<file path="config.mk">
export PLATFORM = sky130hd
export DESIGN_NAME = kinase_valve_sequencer
export DESIGN_NICKNAME = d
export VERILOG_FILES = /design/src/rtl/kinase_seq_pkg.sv /design/src/rtl/peristaltic_pump_driver.sv /design/src/rtl/kinase_valve_sequencer.sv
export SDC_FILE = /design/constraint.sdc
export NUM_CORES = 1
export LEC_CHECK = 0
export CAP_MARGIN = 30
export CORE_ASPECT_RATIO = 2
export CORE_MARGIN = 5
export CORE_UTILIZATION = 45
export CTS_BUF_LIST = sky130_fd_sc_hd__clkbuf_16
export CTS_CLUSTER_SIZE = 14
export DETAILED_ROUTE_END_ITERATION = 10
export GPL_ROUTABILITY_DRIVEN = 0
export GPL_TIMING_DRIVEN = 0
export PLACE_DENSITY = 0.67
export SLEW_MARGIN = 20
export SYNTH_ARGS = -nofsm -noshare
export SYNTH_HDL_FRONTEND = slang
export SYNTH_HIERARCHICAL = 1
export SYNTH_SLANG_ARGS = --single-unit
</file>
<file path="constraint.sdc">
create_clock -name clk -period 11.5 [get_ports clk]
set_input_delay 1.15 -clock clk [delete_from_list [all_inputs] [get_ports clk]]
set_output_delay 1.15 -clock clk [all_outputs]
set_load 0.05 [all_outputs]
</file>
<file path="src/rtl/kinase_seq_pkg.sv">
// Shared state encodings, valve masks and pump phase tables for the
// kinase valve sequencer and its peristaltic pump drivers.
package kinase_seq_pkg;

  localparam logic [2:0] S_IDLE     = 3'd0;
  localparam logic [2:0] S_LOAD_A   = 3'd1;
  localparam logic [2:0] S_LOAD_B   = 3'd2;
  localparam logic [2:0] S_MIX      = 3'd3;
  localparam logic [2:0] S_INCUBATE = 3'd4;
  localparam logic [2:0] S_FLUSH    = 3'd5;
  localparam logic [2:0] S_DONE     = 3'd6;

  localparam int PA_W      = 3;
  localparam int PA_PHASES = 6;
  localparam int PB_W      = 2;
  localparam int PB_PHASES = 4;

  // Phase 0 sits in the least-significant slice of each table.
  localparam logic [PA_W*PA_PHASES-1:0] PUMP_A_TABLE =
    {3'b010, 3'b011, 3'b001, 3'b101, 3'b100, 3'b110};
  localparam logic [PB_W*PB_PHASES-1:0] PUMP_B_TABLE =
    {2'b00, 2'b01, 2'b11, 2'b10};

  typedef struct packed {
    logic [12:0] a;
    logic [3:0]  s;
  } ctrl_t;

  function automatic ctrl_t ctrl_of(input logic [2:0] st);
    ctrl_t c;
    case (st)
      S_LOAD_A:   c = '{a: 13'h1FFC, s: 4'hE};
      S_LOAD_B:   c = '{a: 13'h1FF3, s: 4'hD};
      S_MIX:      c = '{a: 13'h1F0F, s: 4'hB};
      S_INCUBATE: c = '{a: 13'h1FFF, s: 4'h7};
      S_FLUSH:    c = '{a: 13'h0000, s: 4'h0};
      default:    c = '{a: 13'h1FFF, s: 4'hF};
    endcase
    return c;
  endfunction

endpackage

</file>
<file path="src/rtl/peristaltic_pump_driver.sv">
// Steps a pump through a phase table on each tick while enabled; idles with
// all lines high, or vents every line low when asked.
module peristaltic_pump_driver
  import kinase_seq_pkg::*;
#(
  parameter int W      = 3,
  parameter int PHASES = 6,
  parameter logic [W*PHASES-1:0] TABLE = '0
) (
  input  logic         clk,
  input  logic         rst,
  input  logic         enable,
  input  logic         tick,
  input  logic         vent,
  output logic [W-1:0] pattern,
  output logic         cycle_done
);

  localparam int PH_W = (PHASES > 1) ? $clog2(PHASES) : 1;

  logic [PH_W-1:0] phase_q, phase_d;
  logic [W-1:0]    pattern_q, pattern_d;
  logic            last;

  assign last       = (phase_q == PH_W'(PHASES - 1));
  assign cycle_done = tick && last;
  assign pattern    = pattern_q;

  // enable describes the coming cycle, so the registered pattern lines up
  // with the sequencer state that takes effect on the same edge.
  always_comb begin
    phase_d = '0;
    if (enable) begin
      if (tick) phase_d = last ? '0 : phase_q + PH_W'(1);
      else      phase_d = phase_q;
    end
    pattern_d = '1;
    if (vent)        pattern_d = '0;
    else if (enable) pattern_d = TABLE[int'(phase_d)*W +: W];
  end

  always_ff @(posedge clk) begin
    if (rst) begin
      phase_q   <= '0;
      pattern_q <= '1;
    end else begin
      phase_q   <= phase_d;
      pattern_q <= pattern_d;
    end
  end

endmodule

</file>
<file path="src/rtl/kinase_valve_sequencer.sv">
// Run sequencer for the kinase assay chip: LOAD_A, LOAD_B, MIX, INCUBATE,
// FLUSH, DONE with registered valve and pump outputs.
module kinase_valve_sequencer
  import kinase_seq_pkg::*;
#(
  parameter int STEP_DIV    = 1000,
  parameter int FLUSH_TICKS = 64
) (
  input  logic        clk,
  input  logic        rst,
  input  logic        start,
  input  logic        abort,
  input  logic [7:0]  load_a_cycles,
  input  logic [7:0]  load_b_cycles,
  input  logic [7:0]  mix_cycles,
  input  logic [15:0] incubate_steps,
  output logic        busy,
  output logic        done,
  output logic [2:0]  state_o,
  output logic [12:0] ctrl_a,
  output logic [3:0]  ctrl_s,
  output logic [2:0]  pump_a,
  output logic [1:0]  pump_b
);

  localparam int DIV_W = (STEP_DIV > 1) ? $clog2(STEP_DIV) : 1;

  logic [2:0]       state_q, state_d;
  logic [DIV_W-1:0] div_q, div_d;
  logic [15:0]      cnt_q, cnt_d;
  logic [7:0]       la_q, la_d, lb_q, lb_d, mx_q, mx_d;
  logic [15:0]      inc_q, inc_d;
  ctrl_t            ctrl_q;
  logic             busy_q, done_q;

  logic count_state, tick;
  logic pa_en, pa_tick, pa_done;
  logic pb_en, pb_tick, pb_done;
  logic vent;

  // First state with a non-zero count strictly after 'from'.
  function automatic logic [2:0] next_run(input logic [2:0] from,
                                          input logic [7:0] a,
                                          input logic [7:0] b,
                                          input logic [7:0] m,
                                          input logic [15:0] n);
    logic [2:0] r;
    r = S_FLUSH;
    if (from <= S_MIX    && n != 16'd0) r = S_INCUBATE;
    if (from <= S_LOAD_B && m != 8'd0)  r = S_MIX;
    if (from <= S_LOAD_A && b != 8'd0)  r = S_LOAD_B;
    if (from == S_IDLE   && a != 8'd0)  r = S_LOAD_A;
    return r;
  endfunction

  assign count_state = (state_q == S_LOAD_A) || (state_q == S_LOAD_B) ||
                       (state_q == S_MIX)    || (state_q == S_INCUBATE);
  assign tick        = count_state && (div_q == DIV_W'(STEP_DIV - 1));

  assign pa_en   = (state_d == S_LOAD_A) || (state_d == S_LOAD_B);
  assign pa_tick = tick && ((state_q == S_LOAD_A) || (state_q == S_LOAD_B));
  assign pb_en   = (state_d == S_MIX);
  assign pb_tick = tick && (state_q == S_MIX);
  assign vent    = (state_d == S_FLUSH);

  always_comb begin
    state_d = state_q;
    la_d    = la_q;
    lb_d    = lb_q;
    mx_d    = mx_q;
    inc_d   = inc_q;
    case (state_q)
      S_IDLE: if (start) begin
        state_d = next_run(S_IDLE, load_a_cycles, load_b_cycles, mix_cycles, incubate_steps);
        la_d    = load_a_cycles;
        lb_d    = load_b_cycles;
        mx_d    = mix_cycles;
        inc_d   = incubate_steps;
      end
      S_LOAD_A:   if (pa_done && (cnt_q + 16'd1 == {8'd0, la_q}))
                    state_d = next_run(S_LOAD_A, la_q, lb_q, mx_q, inc_q);
      S_LOAD_B:   if (pa_done && (cnt_q + 16'd1 == {8'd0, lb_q}))
                    state_d = next_run(S_LOAD_B, la_q, lb_q, mx_q, inc_q);
      S_MIX:      if (pb_done && (cnt_q + 16'd1 == {8'd0, mx_q}))
                    state_d = next_run(S_MIX, la_q, lb_q, mx_q, inc_q);
      S_INCUBATE: if (tick && (cnt_q + 16'd1 == inc_q)) state_d = S_FLUSH;
      S_FLUSH:    if (cnt_q == 16'(FLUSH_TICKS - 1)) state_d = S_DONE;
      S_DONE:     state_d = S_IDLE;
      default:    state_d = S_IDLE;
    endcase
    if (abort && count_state) state_d = S_FLUSH;
  end

  // cnt_q counts pump cycles, incubate ticks or flush clocks in the current
  // state; both it and the divider restart on every state entry.
  always_comb begin
    div_d = '0;
    cnt_d = '0;
    if (state_d == state_q) begin
      if (count_state && !tick) div_d = div_q + DIV_W'(1);
      case (state_q)
        S_LOAD_A, S_LOAD_B: cnt_d = cnt_q + 16'(pa_done);
        S_MIX:              cnt_d = cnt_q + 16'(pb_done);
        S_INCUBATE:         cnt_d = cnt_q + 16'(tick);
        S_FLUSH:            cnt_d = cnt_q + 16'd1;
        default:            cnt_d = '0;
      endcase
    end
  end

  always_ff @(posedge clk) begin
    if (rst) begin
      state_q <= S_IDLE;
      div_q   <= '0;
      cnt_q   <= '0;
      la_q    <= '0;
      lb_q    <= '0;
      mx_q    <= '0;
      inc_q   <= '0;
      ctrl_q  <= ctrl_of(S_IDLE);
      busy_q  <= 1'b0;
      done_q  <= 1'b0;
    end else begin
      state_q <= state_d;
      div_q   <= div_d;
      cnt_q   <= cnt_d;
      la_q    <= la_d;
      lb_q    <= lb_d;
      mx_q    <= mx_d;
      inc_q   <= inc_d;
      ctrl_q  <= ctrl_of(state_d);
      busy_q  <= (state_d != S_IDLE);
      done_q  <= (state_d == S_DONE);
    end
  end

  peristaltic_pump_driver #(
    .W(PA_W), .PHASES(PA_PHASES), .TABLE(PUMP_A_TABLE)
  ) u_pump_a (
    .clk(clk), .rst(rst), .enable(pa_en), .tick(pa_tick), .vent(vent),
    .pattern(pump_a), .cycle_done(pa_done)
  );

  peristaltic_pump_driver #(
    .W(PB_W), .PHASES(PB_PHASES), .TABLE(PUMP_B_TABLE)
  ) u_pump_b (
    .clk(clk), .rst(rst), .enable(pb_en), .tick(pb_tick), .vent(vent),
    .pattern(pump_b), .cycle_done(pb_done)
  );

  assign state_o = state_q;
  assign ctrl_a  = ctrl_q.a;
  assign ctrl_s  = ctrl_q.s;
  assign busy    = busy_q;
  assign done    = done_q;

endmodule

</file>
==> flow_metrics.py <==
metrics = {
    "power_and_ir_drop": {
        "peakVddDrop_mv": 0.139,
        "pwr-share-comb": 0.356,
        "switchingPower_mw": 0.383,
        "cellPowerDensity_nw_per_um2": 152,
        "pwr-share-clk": 0.304,
        "fin_total_pwr_mw": 1.02,
        "power.leakage_nw": 2.38,
        "switching_share": 0.375,
        "intPower_mw": 0.637,
        "power_frac_seq": 0.340,
    },
    "global_routing": {
        "grt_max_degree": 15,
        "grt_pass1_wl_mm": 29.0,
        "grt_util_all_layers": 0.254,
        "antenna_found_initial": 0,
        "grt_pass1_vias": 5765,
        "overflow": 0,
    },
    "critical_path": {
        "cp.required_ns": 11.72,
        "reg2reg_setup_slack_ns": 6.44,
        "r2r-end": "u_pump_a/pattern[2]",
        "endpoint_kind": "flip-flop",
        "critPathArrivalTime_ns": 5.28,
        "r2r_start": "div_q[0]",
        "reg2reg_depth": 17,
        "path_class": "flip-flop to flip-flop",
        "critical_path.max_fanout": 8,
        "start_kind": "flip-flop",
    },
    "cts": {
        "cts_resized": 0,
        "cts_tree": "done",
        "cts_buffers": 9,
        "cts.clk_slew.worst_paths_ns": 0.06,
        "cts_sinks": 86,
        "cts_hold_buf": 0,
        "clk_latency_ns": 0.35,
        "post_cts_buffers": 0,
        "htreeDepth": 3,
        "clock-root-buffer": "clkbuf_16",
        "clockBufferDepth": 2,
    },
    "hold_path": {
        "worstHoldStart": "div_q[0]",
        "min_path_type": "flip-flop to flip-flop",
        "whs_path_depth": 1,
        "min_to": "div_q[0]",
    },
    "routing": {
        "routed_wl_mm": 18.4,
        "via_per_inst": 6.13,
        "drt_iter0_markers": 475,
        "route.detailed.drc": 0,
        "ant_nets": 0,
        "first_pass_iters": 6,
        "wl_per_cell_um": 19.5,
        "vias": 5777,
    },
    "logic_synthesis": {
        "synth-main-ff-cell": "dfxtp_1",
        "synth_edf_count": 0,
        "ys.warnings.count": 6,
        "synth_seq_cells": 86,
        "async_flop_share": 0,
        "netlist_instances": 708,
        "synthesis.area_um2": 5480,
        "yosysUniqueCellTypes": 76,
        "postSynthNetCount": 757,
        "ys_seq_area_frac": 0.314,
        "syn_area_per_cell_um2": 7.74,
    },
    "cells_and_area": {
        "drive_gt1_frac": 0.0931,
        "area_growth_pct": 22.2,
        "num_antenna_cells": 0,
        "nets": 839,
        "n_fill_cell": 1186,
    },
    "floorplanning": {
        "design.die.area_um2": 14600,
        "coreArea_um2": 12100,
        "die_h_um": 166,
        "die_w_um": 88.0,
        "start_util": 0.455,
        "io_pins": 71,
        "rows": 57,
    },
    "sta": {
        "period_minus_slack_ns": 5.06,
        "skew_ns": 0.00852,
        "fin_crit_sh": 0.440,
        "finalHoldViolations": 0,
        "tns_ns": 0,
        "setup_viol": 0,
        "max_freq_mhz": 198,
        "tightestPinTransition_ns": 0.843,
        "finalMaxSlewViolations": 0,
        "max_slew_margin": 0.433,
        "rsz0062_at_grt": "false",
    },
    "flow_run": {
        "max_cap_viol_count": 0,
    },
    "status": {
        "outcome": "complete, no violations",
    },
    "placed_design": {
        "io_buffer_count": 70,
        "dp_hpwl_mm": 14.5,
    },
}
state kept, by name, summed over array words and instances (netlist names), 3 cells and up:
name and count:
cnt_q 16, ctrl_a 4, div_q 10, inc_q 16
la_q 8, lb_q 8, mx_q 8, state_o 3
u_pump_a/pattern 3, u_pump_a/phase_q 3
final cells by class:
cell class,instances,area (µm²),share of cell area
timing repair buffer,71,708,0.106
tap,147,184,0.0275
sequential,86,1720,0.257
multi-input combinational,560,3450,0.516
inverter,7,26.3,0.00393
clock inverter,7,91.3,0.0136
buffer,55,285,0.0426
clock buffer,9,225,0.0336
power groups by stage:
| stage | combinational, mW | sequential, mW | clock [mW] |
|---|---|---|---|
| floorplan | 0.208 | 0.380 | 0 |
| global placement | 0.352 | 0.353 | 0 |
| detailed placement | 0.358 | 0.354 | 0 |
| CTS | 0.359 | 0.347 | 0.313 |
| global route | 0.387 | 0.351 | 0.328 |
| finish | 0.363 | 0.347 | 0.310 |
per-layer routing:
layer / global-route usage / part of all wire
met1: 0.257 / 0.35
met3: 0.0402 / 0.044
met5: 0 / 0
met4: 0.169 / 0.074
met2: 0.459 / 0.54
worst max-delay path by stage:
stage	startpoint	endpoint	slack, ns
after detailed placement	mix_cycles[4]	u_pump_a/pattern[2]	6.41
after global routing	state_o[0]	u_pump_a/pattern[2]	6.07
after global placement	load_b_cycles[2]	u_pump_a/pattern[2]	6.50
final	div_q[0]	u_pump_a/pattern[2]	6.44
after floorplan	state_o[0]	u_pump_a/pattern[2]	7.47
after CTS	div_q[0]	u_pump_a/pattern[2]	6.46
cells in the final DEF, fill, tap and decap left out, types with 3 or more instances in the layout:
master,count
or4_1,4
buf_2,15
and2_1,10
a21oi_1,70
dfxtp_1,86
nand3b_1,6
clkbuf_16,9
a22oi_1,6
inv_1,9
nand2b_1,8
clkbuf_1,24
and4_1,3
or3_1,5
and3_1,10
clkdlybuf4s50_1,70
nor4_1,31
a2111oi_0,5
buf_4,14
o22ai_1,5
a31oi_1,5
xor2_1,22
ha_1,5
o21ai_0,10
nand2_1,114
o221ai_1,3
nor2_1,47
nor4_2,5
xnor2_1,37
a211oi_1,6
nand3_1,25
a21boi_0,3
nor2b_1,12
o211ai_1,5
nor3_1,28
nand4_1,13
cells in the mapped netlist, drive strengths merged (8+ instances only):
cell type,instances,share of area
clkbuf,24,0.016
nor2b,13,0.016
and2,11,0.013
nor4,37,0.051
xnor2,37,0.059
nor3,28,0.026
buf,31,0.036
nand3,25,0.023
xor2,23,0.038
nor2,48,0.033
dfxtp,86,0.31
o21ai,12,0.012
a21oi,70,0.064
nand4,15,0.023
nand2,114,0.078
nand2b,8,0.0091
and3,10,0.011
logic make-up (layout without fill, tap and decap cells):
group | count (synthesis) | after routing | synth area share
AND/OR/NAND/NOR | 340 | 340 | 0.329
AO/OA/AOI/OAI | 153 | 153 | 0.187
flip-flops | 86 | 86 | 0.314
buffers and inverters | 62 | 149 | 0.0569
XOR/XNOR | 60 | 60 | 0.0973
adder cells (fa/ha/maj) | 6 | 6 | 0.0132
multiplexers | 1 | 1 | 0.00274
stage by stage:
stage,std cells,hold WS [ns],util,instance area [µm²],setup slack [ns]
floorplan,708,0.430,-,5480,7.47
finish,942,0.465,0.555,6690,6.44
global placement,925,0.456,0.528,6360,6.50
global route,942,0.477,0.555,6690,6.07
detailed placement,925,0.455,0.528,6370,6.41
CTS,941,0.464,0.555,6690,6.46
worst max-delay path, stage by stage, from the launching register on:
cell and delay [ns]:
dfxtp_1 0.35, ha_1 0.24, nand2_1 0.09, or3_1 0.39
clkbuf_1 0.24, nor2_1 0.38, and2_2 0.21, inv_1 0.08
a2111oi_0 0.36, and4_1 0.28, and2_1 0.13, a31oi_1 0.11
o41ai_2 0.76, nor2b_1 0.24, nor3_1 0.48, nand2b_1 0.19
a211oi_1 0.28, a211oi_1 0.10
(Power assumes the default switching activity.)
